File: src/rtl/bcd_to_bin_seq.sv
// Sequential packed-BCD to binary converter.
// Processes one digit per clock, most significant digit first, using acc = acc*10 + digit.
module bcd_to_bin_seq #(
    parameter int NDIGITS = 4,
    parameter int OUT_W   = 14
) (
    input  logic                   clk,
    input  logic                   rst_n,
    input  logic                   start,
    input  logic [4*NDIGITS-1:0]   bcd_in,
    output logic                   busy,
    output logic                   done,
    output logic [OUT_W-1:0]       bin_out,
    output logic                   err
);

    localparam int CW = (NDIGITS > 1) ? $clog2(NDIGITS) : 1;

    typedef enum logic [1:0] {
        S_IDLE,
        S_CONV,
        S_DONE
    } state_t;

    state_t                 r_state;
    logic [4*NDIGITS-1:0]   r_sr;
    logic [OUT_W-1:0]       r_acc;
    logic [CW-1:0]          r_cnt;
    logic                   r_err_acc;

    logic [3:0]             w_digit;
    logic [OUT_W-1:0]       w_acc_next;
    logic                   w_err_next;
    logic                   w_last;

    assign w_digit    = r_sr[4*NDIGITS-1 -: 4];
    // acc*10 as (acc<<3)+(acc<<1) with 4 bits of headroom, then truncated to OUT_W.
    assign w_acc_next = OUT_W'(({4'b0, r_acc} << 3) + ({4'b0, r_acc} << 1)
                               + {{OUT_W{1'b0}}, w_digit});
    assign w_err_next = r_err_acc | (w_digit > 4'd9);
    assign w_last     = (r_cnt == CW'(NDIGITS - 1));

    always_ff @(posedge clk or negedge rst_n) begin
        if (!rst_n) begin
            r_state   <= S_IDLE;
            r_sr      <= '0;
            r_acc     <= '0;
            r_cnt     <= '0;
            r_err_acc <= 1'b0;
            busy      <= 1'b0;
            done      <= 1'b0;
            bin_out   <= '0;
            err       <= 1'b0;
        end else begin
            case (r_state)
                S_IDLE: begin
                    done <= 1'b0;
                    if (start) begin
                        r_sr      <= bcd_in;
                        r_acc     <= '0;
                        r_cnt     <= '0;
                        r_err_acc <= 1'b0;
                        busy      <= 1'b1;
                        r_state   <= S_CONV;
                    end
                end
                S_CONV: begin
                    r_acc     <= w_acc_next;
                    r_sr      <= r_sr << 4;
                    r_cnt     <= r_cnt + 1'b1;
                    r_err_acc <= w_err_next;
                    if (w_last) begin
                        // Invalid digits still flow through the arithmetic; the sum is discarded here.
                        bin_out <= w_err_next ? '0 : w_acc_next;
                        err     <= w_err_next;
                        busy    <= 1'b0;
                        done    <= 1'b1;
                        r_state <= S_DONE;
                    end
                end
                S_DONE: begin
                    done <= 1'b0;
                    if (start) begin
                        r_sr      <= bcd_in;
                        r_acc     <= '0;
                        r_cnt     <= '0;
                        r_err_acc <= 1'b0;
                        busy      <= 1'b1;
                        r_state   <= S_CONV;
                    end else begin
                        r_state <= S_IDLE;
                    end
                end
                default: begin
                    busy    <= 1'b0;
                    done    <= 1'b0;
                    r_state <= S_IDLE;
                end
            endcase
        end
    end

endmodule

File: config.mk
export PLATFORM = sky130hd
export DESIGN_NAME = bcd_to_bin_seq
export DESIGN_NICKNAME = d
export VERILOG_FILES = /design/src/rtl/bcd_to_bin_seq.sv
export SDC_FILE = /design/constraint.sdc
export NUM_CORES = 1
export LEC_CHECK = 0
export BUFFER_PORTS_ARGS = -buffer_cell sky130_fd_sc_hd__buf_2
export CAP_MARGIN = 20
export CORE_ASPECT_RATIO = 1.4
export CORE_MARGIN = 1
export CORE_UTILIZATION = 45
export DETAILED_ROUTE_END_ITERATION = 12
export SYNTH_ARGS = -nofsm -noshare
export SYNTH_HDL_FRONTEND = slang
export SYNTH_SLANG_ARGS = --single-unit
export TNS_END_PERCENT = 5
File: constraint.sdc
create_clock -name clk -period 3.3 [get_ports clk]
set_input_delay 0 -clock clk [delete_from_list [all_inputs] [get_ports clk]]
set_output_delay 0 -clock clk [all_outputs]
set_load 0.05 [all_outputs]
After elaboration in Yosys (flattened, before gate mapping)
Index checks and enable logic that the tools add are counted.
{ "totals": {"word_cells": 45, "register_bits": 51, "output_inout_bits": 17, "in_bits": 19} }
{ "classes": {"n_addsub": 3, "eq_ne": 6, "order_cmp": 1, "muxes": 18, "reduce_logical": 7, "n_bitwise": 1} }
{ "ops": {"columns": ["op", "count"], "rows": [
  ["16-bit one-hot mux with 2 select lines", 1],
  ["13-bit one-hot mux with 2 select lines", 1],
  ["16-bit two-way mux", 1],
  ["14-bit adder", 1],
  ["14-bit by 4-bit adder with 14-bit output", 1],
  ["14-bit two-way mux", 1],
  ["13-bit two-way mux", 1],
  ["2-bit AND reduction", 4],
  ["1-bit two-way mux", 6],
  ["2-bit two-way mux", 3],
  ["2-bit one-hot mux with 3 select lines", 1],
  ["2-bit equality test, second input constant", 2],
  ["4-bit > comparator, second input constant", 1],
  ["2-bit != test, second input constant", 2],
  ["1-bit one-hot mux with 2 select lines", 2],
  ["2-bit one-hot mux with 2 select lines", 1],
  ["2-bit by 1-bit adder with 2-bit output, second input constant", 1],
  ["2-bit by 1-bit equality test with 1-bit output, second input constant", 1],
  ["2-bit logical NOT", 1],
  ["2-bit by 1-bit != test with 1-bit output, second input constant", 1],
  ["2-bit nonzero test", 1],
  ["2-bit OR reduction", 1],
  ["1-bit bitwise OR", 1]
]} }

Depth between registers and ports, before layout
{ "depth": {"ltp_word": 4, "depth_mapped": 9, "ltp_nobuf": 9} }

Worst setup path before layout
Ideal clock, no wire load.
{ "synth_timing": {"path_kind": "flip-flop to flip-flop", "start": "reg r_sr[15]", "end": "reg r_acc[11]", "path_buffers": 0, "setup_ns": 0.122, "period_less_slack_ns": 2.373, "path_stages_with_launch": 10, "path_slack_ns": 0.927, "t_arrival_ns": 2.251, "cell_sequence": "dfrtp_1 > inv_1 > fa_1 > inv_1 > ha_1 > a21o_1 > nand4_1 > a211oi_2 > or3_1 > a32o_1"} }
{ "synth_between": {"elab_chain_len": 2} }
{ "synth_lines": {"columns": ["item", "line_no", "rtl"], "rows": [
  ["from (decl)", "26", "logic [4*NDIGITS-1:0] r_sr;"],
  ["from (signal assigned)", "59", "r_sr <= bcd_in;"],
  ["from (signal assigned)", "69", "r_sr <= r_sr << 4;"],
  ["from (signal assigned)", "84", "r_sr <= bcd_in;"],
  ["14-bit by 4-bit adder with 14-bit output", "39", "+ {{OUT_W{1'b0}}, w_digit});"],
  ["13-bit one-hot mux with 2 select lines", "55", "case (r_state)"],
  ["to (signal assigned)", "68", "r_acc <= w_acc_next;"],
  ["to (decl)", "27", "logic [OUT_W-1:0] r_acc;"]
]} }
Every way passes these cells.
A chain may end at the register's enable or synchronous reset.

Worst setup path after layout
{ "layout_timing": {"start": "reg r_sr[15]", "end": "reg bin_out[11]"} }
{ "layout_between": {"elab_chain_len": 3, "elab_cells_between_ends": 4} }
{ "layout_lines": {"columns": ["item", "line_no", "rtl"], "rows": [
  ["parallel branches: the longest is 2 deep, another holds 14-bit by 4-bit adder with 14-bit output", null, null],
  ["14-bit two-way mux *", "74", "bin_out <= w_err_next ? '0 : w_acc_next;"],
  ["to (signal assigned)", "74", null],
  ["to (decl)", "13", "output logic [OUT_W-1:0] bin_out,"]
]} }
Every way passes the cells marked *.

==> qor.yml <==
status: "finished, violations left"
violations: "hold timing"
placed_cell_area_um2: 3020
hold_slack_ns: -0.00197
port_buffers: 35
arrival_ns: 2.72
worstPathRequired_ns: 3.51
clk_path_buf_depth: 2
internal_power_w: 0.00207
p_leak_nw: 1.64
r2r_start: "r_sr[15]"
skew_ns: 0.00756
netlist_area_um2: 2800
drive_above_1_share_pct: 18.6
multi_input_area_um2: 1410
die_h_um: 95.3
ys_top_cells_by_area: "dfrtp_1 (46%), ha_1 (10%), mux2i_1 (5.7%)"
min_path_type: "in2reg"
max-slew-margin-rel_pct: 64.7
num_vias: 2085
maxCapViolations: 0
synth_area_per_cell_um2: 10.7
seq_power_share_pct: 28.3
antenna_left: 0
post-route-period-util_pct: 76.1
finalNonFillerCells: 381
antenna_found_initial: 0
worst_slack_ns: 0.789
start_kind: "flop"
clk-insertion-delay-late_ns: 0.31
grt_max_degree: 31
ys_seq_area_share_pct: 45.6
syn-num-nets: 306
rows: 33
crit_fanout: 3
tns_ns: 0
endpoint: "bin_out[11]"
tightest_slew_ns: 0.530
whs_path_depth: 3
worstPathCellList: "inv_1 -> fa_1 -> inv_1 -> ha_1 -> a21o_1 -> nand4_1 -> a211oi_2 -> or3_1 -> a32o_1"
async_flop_share_pct: 100
clkPwrFrac_pct: 13.6
synth_flop_cell: "dfrtp_1"
gp_congestion: 0.826
max-vdd-ir-drop_uv: 419
synth-edff-count: 0
combPwrFrac_pct: 58.1
die-area_um2: 6540
pre_cts_slack_ns: 0.790
critPathMostFrequentCell: "inv_1"
rsz0062_at_grt: "false"
power_density_nw_per_um2: 1170
cts_tree: "yes"
cts_hold_buf: 13
max_stage_delay_ns: 0.60
htreeDepth: 2
fillers: 573
drtIter0Drc: 76
design_area_um2: 3290
max_freq_ghz: 0.398
post-cts-setup-buffer-count: 0
seq_area_um2: 1280
n_antenna_cell: 0
end_kind: "flop"
cp_slowest_cell: "fa_1"
die_w_um: 68.6
initial_utilization_pct: 47.1
ioPinCount: 36
switching_share_pct: 46.1
r2r-end: "bin_out[11]"
critPathKind: "reg2reg"
fin_nets: 354
clock-root-buffer: "clkbuf_8"
drt_pass1_iterations: 4
ys_seq_elements: 51
finalMaxSlewViolations: 0
crit_start: "r_sr[15]"
clkSlewWorstSetupHoldPaths_ns: 0.10
period_needed_ns: 2.51
fp.coreArea_um2: 5950
remaining_drc_errors: 0
reg2reg_depth: 9
synth_warnings: 0
numClockSinks: 51
grt.total_usage_pct: 21.3
yosysTopAreaCell: "dfrtp_1"
setup_viol: 0
synth_top_area_share_pct: 45.6
cts_resized: 0
syn_inst: 262
wl_mm: 6.15
grt_pass1_vias: 2098
detailed_place_hpwl_mm: 4.50
dp.cells: 360
area_delta_synth_final_pct: 17.6
grt_pass1_wl_mm: 9.97
p_sw_w: 0.00178
r2r_slack_ns: 0.79
vias_per_cell: 5.47
hold_viol: 1
wire_per_inst_um: 16.1
gr-total-overflow: 0
synth_cell_types: 38
numCtsBuffers: 5
cell families (layout without fill, tap and decap cells):
logic type	after synthesis	in the layout	synth area share, %
muxes	16	16	5.72
buffers and inverters	23	72	4.20
adders and majority gates	25	25	11.7
and+or+nand+nor	66	66	11.9
DFF	51	51	45.6
AOI/OAI and AO/OA	74	74	18.6
xor gates and xnor gates	7	7	2.19
worst max-delay path: cells and delay by family (launching register included):
family	cells	cell delay (ns)
buf+inv	2	0.12
flops	1	0.37
compound gates	3	0.53
fa+ha+maj	2	0.89
simple gates	2	0.49
power groups by stage:
stage               logic [W]  clock network [W]  registers, W
finish                0.00224           0.000523       0.00109
global route          0.00251           0.000555       0.00113
CTS                   0.00227           0.000533       0.00109
detailed placement    0.00225                  0       0.00111
global placement      0.00222                  0       0.00110
floorplan             0.00153                  0       0.00132
how the worst min path moves through the flow:
| stage | from | to |
|---|---|---|
| global route | bcd_in[12] | r_sr[12] |
| CTS | bcd_in[3] | r_sr[3] |
| finish | bcd_in[12] | r_sr[12] |
| floorplan | rst_n | bin_out[0] |
| detailed placement | rst_n | bin_out[5] |
| global placement | rst_n | bin_out[5] |
cell usage in the layout (no fill, tap or decap), types with 2 or more instances in the layout:
| master | synthesis | final |
|---|---|---|
| a211o_1 | 4 | 4 |
| a211oi_2 | 2 | 2 |
| nand2_1 | 27 | 27 |
| inv_1 | 11 | 11 |
| ha_1 | 23 | 23 |
| fa_1 | 2 | 2 |
| bufinv_16 | 0 | 2 |
| or3_1 | 2 | 2 |
| xnor2_1 | 6 | 6 |
| a32o_1 | 4 | 4 |
| o211ai_1 | 3 | 3 |
| buf_2 | 4 | 35 |
| clkbuf_8 | 0 | 5 |
| mux2i_1 | 16 | 16 |
| nand4_1 | 5 | 5 |
| a22o_1 | 17 | 17 |
| dfrtp_1 | 51 | 51 |
| nand2b_1 | 3 | 3 |
| o21ai_0 | 27 | 27 |
| and4_1 | 3 | 3 |
| buf_4 | 3 | 5 |
| a21oi_2 | 3 | 3 |
| dlygate4sd3_1 | 0 | 13 |
| nor2_1 | 12 | 11 |
| a21oi_1 | 5 | 5 |
| nand3_1 | 8 | 8 |
| a21o_1 | 4 | 4 |
cells in the mapped netlist, types with 5 or more instances:
master    n
dfrtp_1  51
nand2_1  27
o21ai_0  27
ha_1     23
a22o_1   17
mux2i_1  16
nor2_1   12
inv_1    11
nand3_1   8
xnor2_1   6
a21oi_1   5
nand4_1   5
flip-flops by register name, summed over array words and instances (netlist names):
| signal | count |
|---|---|
| r_state | 2 |
| busy | 1 |
| err | 1 |
| r_err_acc | 1 |
| r_acc | 13 |
| done | 1 |
| r_cnt | 2 |
| bin_out | 14 |
| r_sr | 16 |
metal layers:
layer	wire, um	track usage, %	share of wire (%)	up-vias
met3	161	3.59	2.6	6
met2	3340	39.8	54	39
met5	0	0	0	-
met1	2570	23.6	42	998
met4	85	6.77	1.4	0
li1	-	-	-	1042
metrics by stage:
step / util (%) / power (W)
floorplan: - / 0.00286
global placement: 50.9 / 0.00333
detailed placement: 50.9 / 0.00335
CTS: 55.3 / 0.00389
global route: 55.3 / 0.00419
finish: 55.3 / 0.00385
layout make-up:
type	count	area share (%)
inverters	11	1.25
multi-input cells	188	42.7
clock buffers	5	2.09
repair buffers	53	10.4
well taps	70	2.66
clock inverters	3	2.05
flip-flops and latches	51	38.8
(Power assumes the default switching activity.)
